--- config.mk ---
export PLATFORM = sky130hd
export DESIGN_NAME = packet_sink
export DESIGN_NICKNAME = d
export VERILOG_FILES = /design/src/rtl/packet_sink.sv
export SDC_FILE = /design/constraint.sdc
export NUM_CORES = 1
export LEC_CHECK = 0
export ABC_CLOCK_PERIOD_IN_PS = 12200
export BUFFER_PORTS_ARGS = -buffer_cell sky130_fd_sc_hd__buf_2
export CORE_MARGIN = 2
export CORE_UTILIZATION = 60
export CTS_CLUSTER_DIAMETER = 120
export CTS_CLUSTER_SIZE = 24
export DETAILED_ROUTE_END_ITERATION = 8
export GPL_TIMING_DRIVEN = 0
export HOLD_SLACK_MARGIN = 0.02
export PLACE_DENSITY = 0.74
export SETUP_SLACK_MARGIN = 0.15
export SLEW_MARGIN = 20
export SYNTH_ARGS = -nofsm -noshare
export SYNTH_HDL_FRONTEND = slang
export SYNTH_SLANG_ARGS = --single-unit
--- constraint.sdc ---
create_clock -name CLK -period 12.2 [get_ports CLK]
set_input_delay 0.61 -clock CLK [delete_from_list [all_inputs] [get_ports CLK]]
set_output_delay 0.61 -clock CLK [all_outputs]
set_load 0.005 [all_outputs]
--- src/rtl/packet_sink.sv ---
// packet_sink: four-phase handshake receiver that captures packets in order into a
// 32-entry buffer with a registered read port. Define PACKET_SINK_SYNC_EN for a 2-flop Send_in synchronizer.
module packet_sink #(
    parameter int WIDTH      = 38,
    parameter int DEPTH_LOG2 = 5
) (
    input  logic                  CLK,
    input  logic                  RST_N,
    input  logic                  Send_in,
    input  logic [WIDTH-1:0]      PACKET_IN,
    output logic                  Ack_out,
    input  logic                  CLEAR,
    input  logic [DEPTH_LOG2-1:0] RD_ADDR,
    output logic [WIDTH-1:0]      RD_DATA,
    output logic [DEPTH_LOG2:0]   COUNT_OUT,
    output logic                  FULL_OUT
);

    localparam int DEPTH = 1 << DEPTH_LOG2;
    localparam int CNT_W = DEPTH_LOG2 + 1;

    localparam logic [1:0] IDLE  = 2'd0;
    localparam logic [1:0] ACK   = 2'd1;
    localparam logic [1:0] STALL = 2'd2;

    logic req_s;

`ifdef PACKET_SINK_SYNC_EN
    logic sync_q1;
    logic sync_q2;

    // NOTE: registers use non-blocking assignments so every flop samples pre-edge values;
    // with blocking assignments sync_q2 would copy Send_in in a single edge.
    always_ff @(posedge CLK or negedge RST_N) begin
        if (!RST_N) begin
            sync_q1 <= 1'b0;
            sync_q2 <= 1'b0;
        end else begin
            sync_q1 <= Send_in;
            sync_q2 <= sync_q1;
        end
    end

    assign req_s = sync_q2;
`else
    assign req_s = Send_in;
`endif

    logic [1:0]            state;
    logic [1:0]            state_nxt;
    logic [CNT_W-1:0]      count;
    logic [CNT_W-1:0]      count_nxt;
    logic                  full;
    logic                  room;
    logic                  wr_en;
    logic [DEPTH_LOG2-1:0] wr_addr;
    logic [WIDTH-1:0]      mem [DEPTH];
    logic [WIDTH-1:0]      rd_data;

    // A CLEAR in the capture cycle frees the buffer at once, so the packet goes to entry 0.
    assign full    = (count == CNT_W'(DEPTH));
    assign room    = !full || CLEAR;
    assign wr_addr = CLEAR ? '0 : count[DEPTH_LOG2-1:0];

    // NOTE: every output of a combinational block gets a default first, so no path
    // leaves a signal unassigned and no latch is inferred.
    always_comb begin
        state_nxt = state;
        wr_en     = 1'b0;
        case (state)
            IDLE: begin
                if (req_s) begin
                    if (room) begin
                        wr_en     = 1'b1;
                        state_nxt = ACK;
                    end else begin
                        state_nxt = STALL;
                    end
                end
            end
            STALL: begin
                if (!req_s) begin
                    state_nxt = IDLE;
                end else if (room) begin
                    wr_en     = 1'b1;
                    state_nxt = ACK;
                end
            end
            ACK: begin
                if (!req_s) begin
                    state_nxt = IDLE;
                end
            end
            default: state_nxt = IDLE;
        endcase
    end

    always_comb begin
        count_nxt = (CLEAR ? '0 : count) + CNT_W'(wr_en);
    end

    always_ff @(posedge CLK or negedge RST_N) begin
        if (!RST_N) begin
            state <= IDLE;
            count <= '0;
        end else begin
            state <= state_nxt;
            count <= count_nxt;
        end
    end

    // NOTE: the buffer has no reset so it maps onto RAM; only the read register is cleared.
    always_ff @(posedge CLK) begin
        if (wr_en) begin
            mem[wr_addr] <= PACKET_IN;
        end
    end

    always_ff @(posedge CLK or negedge RST_N) begin
        if (!RST_N) begin
            rd_data <= '0;
        end else begin
            rd_data <= mem[RD_ADDR];
        end
    end

    assign Ack_out   = (state == ACK);
    assign RD_DATA   = rd_data;
    assign COUNT_OUT = count;
    assign FULL_OUT  = full;

endmodule

==> out/qor.csv <==
stage,metric,value,unit
yosys,synth.top_cells.by_count,"1,216 x edfxtp_1, 608 x mux2i_1, 125 x nand2_1",
sta,fmax,0.3153,GHz
layout,n_fill_cell,5243,
routing,vias,26030,
global_routing,antenna_found_initial,5,
min_path,hold_class,in2reg,
setup_path,worstSetupPathType,reg2reg,
layout,final_util,67.00,%
layout,finalInstanceArea,53880,µm²
power_and_ir_drop,ir_drop,0.1098,mV
run,maxCapViolCount,0,
placed_design,routabilityCongestion,0.8048,
yosys,synthesis.nets,2770,
clocking,cts_resized,0,
floorplan,start_util,60.57,%
setup_path,cp_slowest_stage_delay,830,ps
setup_path,cp_cell_sequence,nor2b_1 -> nor2b_1 -> nand3b_1 -> nor2_4 -> buf_16 -> buf_16,
floorplan,pin_count,93,
yosys,syn_area_per_cell,17.90,µm²
sta,period_share,26.00,%
global_routing,grtUsageTotal,28.24,%
floorplan,die_w,288.9,µm
floorplan,dieArea,83480,µm²
layout,syn_to_final_growth,10.61,%
sta,fin_setup_tns,0,ps
yosys,synth-async-reset-ratio,3.645,%
yosys,netlist_area,48710,µm²
placed_design,io_buffers,91,
setup_path,end_kind,register,
sta,slew_headroom,32.36,%
routing,detail_route.iter0.violations,3559,
yosys,synth_most_common_cell,edfxtp_1,
sta,rsz0062_at_grt,no,
global_routing,grt_pass1_vias,25780,
setup_path,cp-start-kind,register,
yosys,yosys_warnings,0,
clocking,cts.sinks,1262,
power_and_ir_drop,fin_total_pwr,0.007475,W
placed_design,dp.final_hpwl,79.59,mm
clocking,cts_max_level,2,
routing,ant_nets,0,
setup_path,crit_buf_inv,2,
global_routing,grt_pass1_wl,168.9,mm
sta,tightestPinTransition,1015,ps
clocking,numCtsBuffers,58,
clocking,clock_latency,670,ps
yosys,ys_seq_area_share,77.33,%
yosys,ys_ff_latch,1262,
floorplan,coreArea,80420,µm²
clocking,cts_setup_buffers,0,
sta,setup_viol,0,
sta,finalMaxSlewViolations,0,
yosys,synth.top_cell.area_share,74.97,%
sta,finalHoldViolCount,0,
routing,totalWireLength,118.4,mm
clocking,clock_path_buffers,3,
global_routing,overflow,0,
setup_path,cp_slowest_cell,nor2_4,
yosys,yosys_most_used_dff,edfxtp_1,
run_status,status,"complete, no violations",
sta,fin_crit,3172,ps
routing,wl_per_cell,29.21,µm
placed_design,placed_area,52150,µm²
routing,via_per_inst,6.421,
layout,drive_above_1_share,11.53,%
floorplan,rows,104,
yosys,netlist_instances,2721,
clocking,cts_tree,built,
layout,fin_nets,2991,
yosys,synth_edf_count,1216,
setup_path,crit_family,simple AND/OR/NAND/NOR gates,
power_and_ir_drop,pwr_density_cell,138.7,nW/µm²
setup_path,cp.required,12570,ps
clocking,root_buffer,clkbuf_16,
setup_path,critPathMaxFanout,15,
floorplan,die_h,288.9,µm
yosys,synth.area.top_cells,"edfxtp_1 75%, mux2i_1 12%, dfrtp_1 2.4%",
clocking,path_clk_slew,100,ps
yosys,ys_types,34,
yosys,yosysTopAreaCell,edfxtp_1,
routing,route.detailed.drc,0,
routing,first_pass_iters,6,
sta,clock_skew,23.85,ps
global_routing,grt_start_max_net_pins,33,
setup_path,cp.arrival,3540,ps
power_and_ir_drop,leakage,18.74,nW
routing by layer:
layer / up-vias / part of all wire, % / global-route usage (%)
met5: - / 0.018 / 0
met4: 4 / 3.1 / 8.660
met3: 223 / 8.9 / 3.717
met2: 1438 / 49 / 46.93
met1: 13210 / 39 / 39.54
li1: 11150 / - / -
worst register-to-register path: cells and delay by family (launching register included):
kind          cells  cell delay [ps]
simple gates      4             2030
buf+inv           2              440
flops             1              380
sequential cells by signal, summed over array words and instances (netlist names):
register   count
state          2
COUNT_OUT      6
mem         1216
RD_DATA       38
worst paths after layout:
kind | start | to | cells after the start | slack [ps]
min in group asynchronous | RST_N | RD_DATA[22] | 2 | 420
max | state[0] | mem[1][26] | 6 | 9030
max in group asynchronous | RST_N | RD_DATA[4] | 3 | 11240
min | Send_in | state[0] | 3 | 150
max reg2reg | state[0] | mem[1][26] | 6 | 9030
min reg2reg | state[1] | state[0] | 3 | 530
through the flow:
step | setup WS (ps) | hold slack [ps] | std cells
final | 9028 | 154.8 | 4053
after global routing | 8935 | 159.9 | 4052
after CTS | 9060 | 131.9 | 4051
after detailed placement | 8732 | 534.8 | 3941
after global placement | 3032 | 501.0 | 3872
after floorplan | 6978 | 314.4 | 2721
layout make-up:
cell class	instances	area [µm²]	share of cell area, %
repair buffers	161	1882	3.493
flip-flops and latches	1262	37670	69.91
plain buffers	155	1001	1.858
multi-input cells	1302	10270	19.07
clock buffers	108	1703	3.161
well taps	1060	1326	2.462
diodes	2	5.005	0.009290
inverters	2	7.507	0.01393
clock inverters	1	11.26	0.02090
cells in the final DEF, fill, tap and decap left out, types with 42 or more instances in the layout:
cell type | Yosys | final
edfxtp_1 | 1216 | 1216
mux2i_1 | 608 | 608
nand2_1 | 125 | 125
nand3_1 | 119 | 119
buf_2 | 23 | 116
a21oi_1 | 115 | 115
a22oi_1 | 114 | 114
clkbuf_1 | 54 | 101
a22o_1 | 76 | 76
clkbuf_16 | 0 | 61
dfrtp_1 | 46 | 46
buf_4 | 38 | 42
repair_timing:
action / 4_1_cts / 5_1_grt
hold endpoints to repair: 21 / 0
endpoints found under the setup margin: 0 / 0
hold buffers: 1 / 0
cell families after synthesis:
| family | after synthesis | synth area share (%) |
|---|---|---|
| DFF | 1262 | 77.33 |
| xor gates and xnor gates | 4 | 0.07194 |
| and+or+nand+nor | 342 | 3.154 |
| adders and majority gates | 2 | 0.05137 |
| muxes | 608 | 12.49 |
| AOI/OAI and AO/OA | 346 | 4.829 |
| buffers and inverters | 157 | 2.070 |
where the power goes:
part / internal, W / total [W] / switching, W
clock: 0.000948 / 0.00221 / 0.00126
combinational: 0.000156 / 0.000473 / 0.000317
sequential: 0.00478 / 0.00479 / 0.0000103
Power figures use the tool's default switching activity.
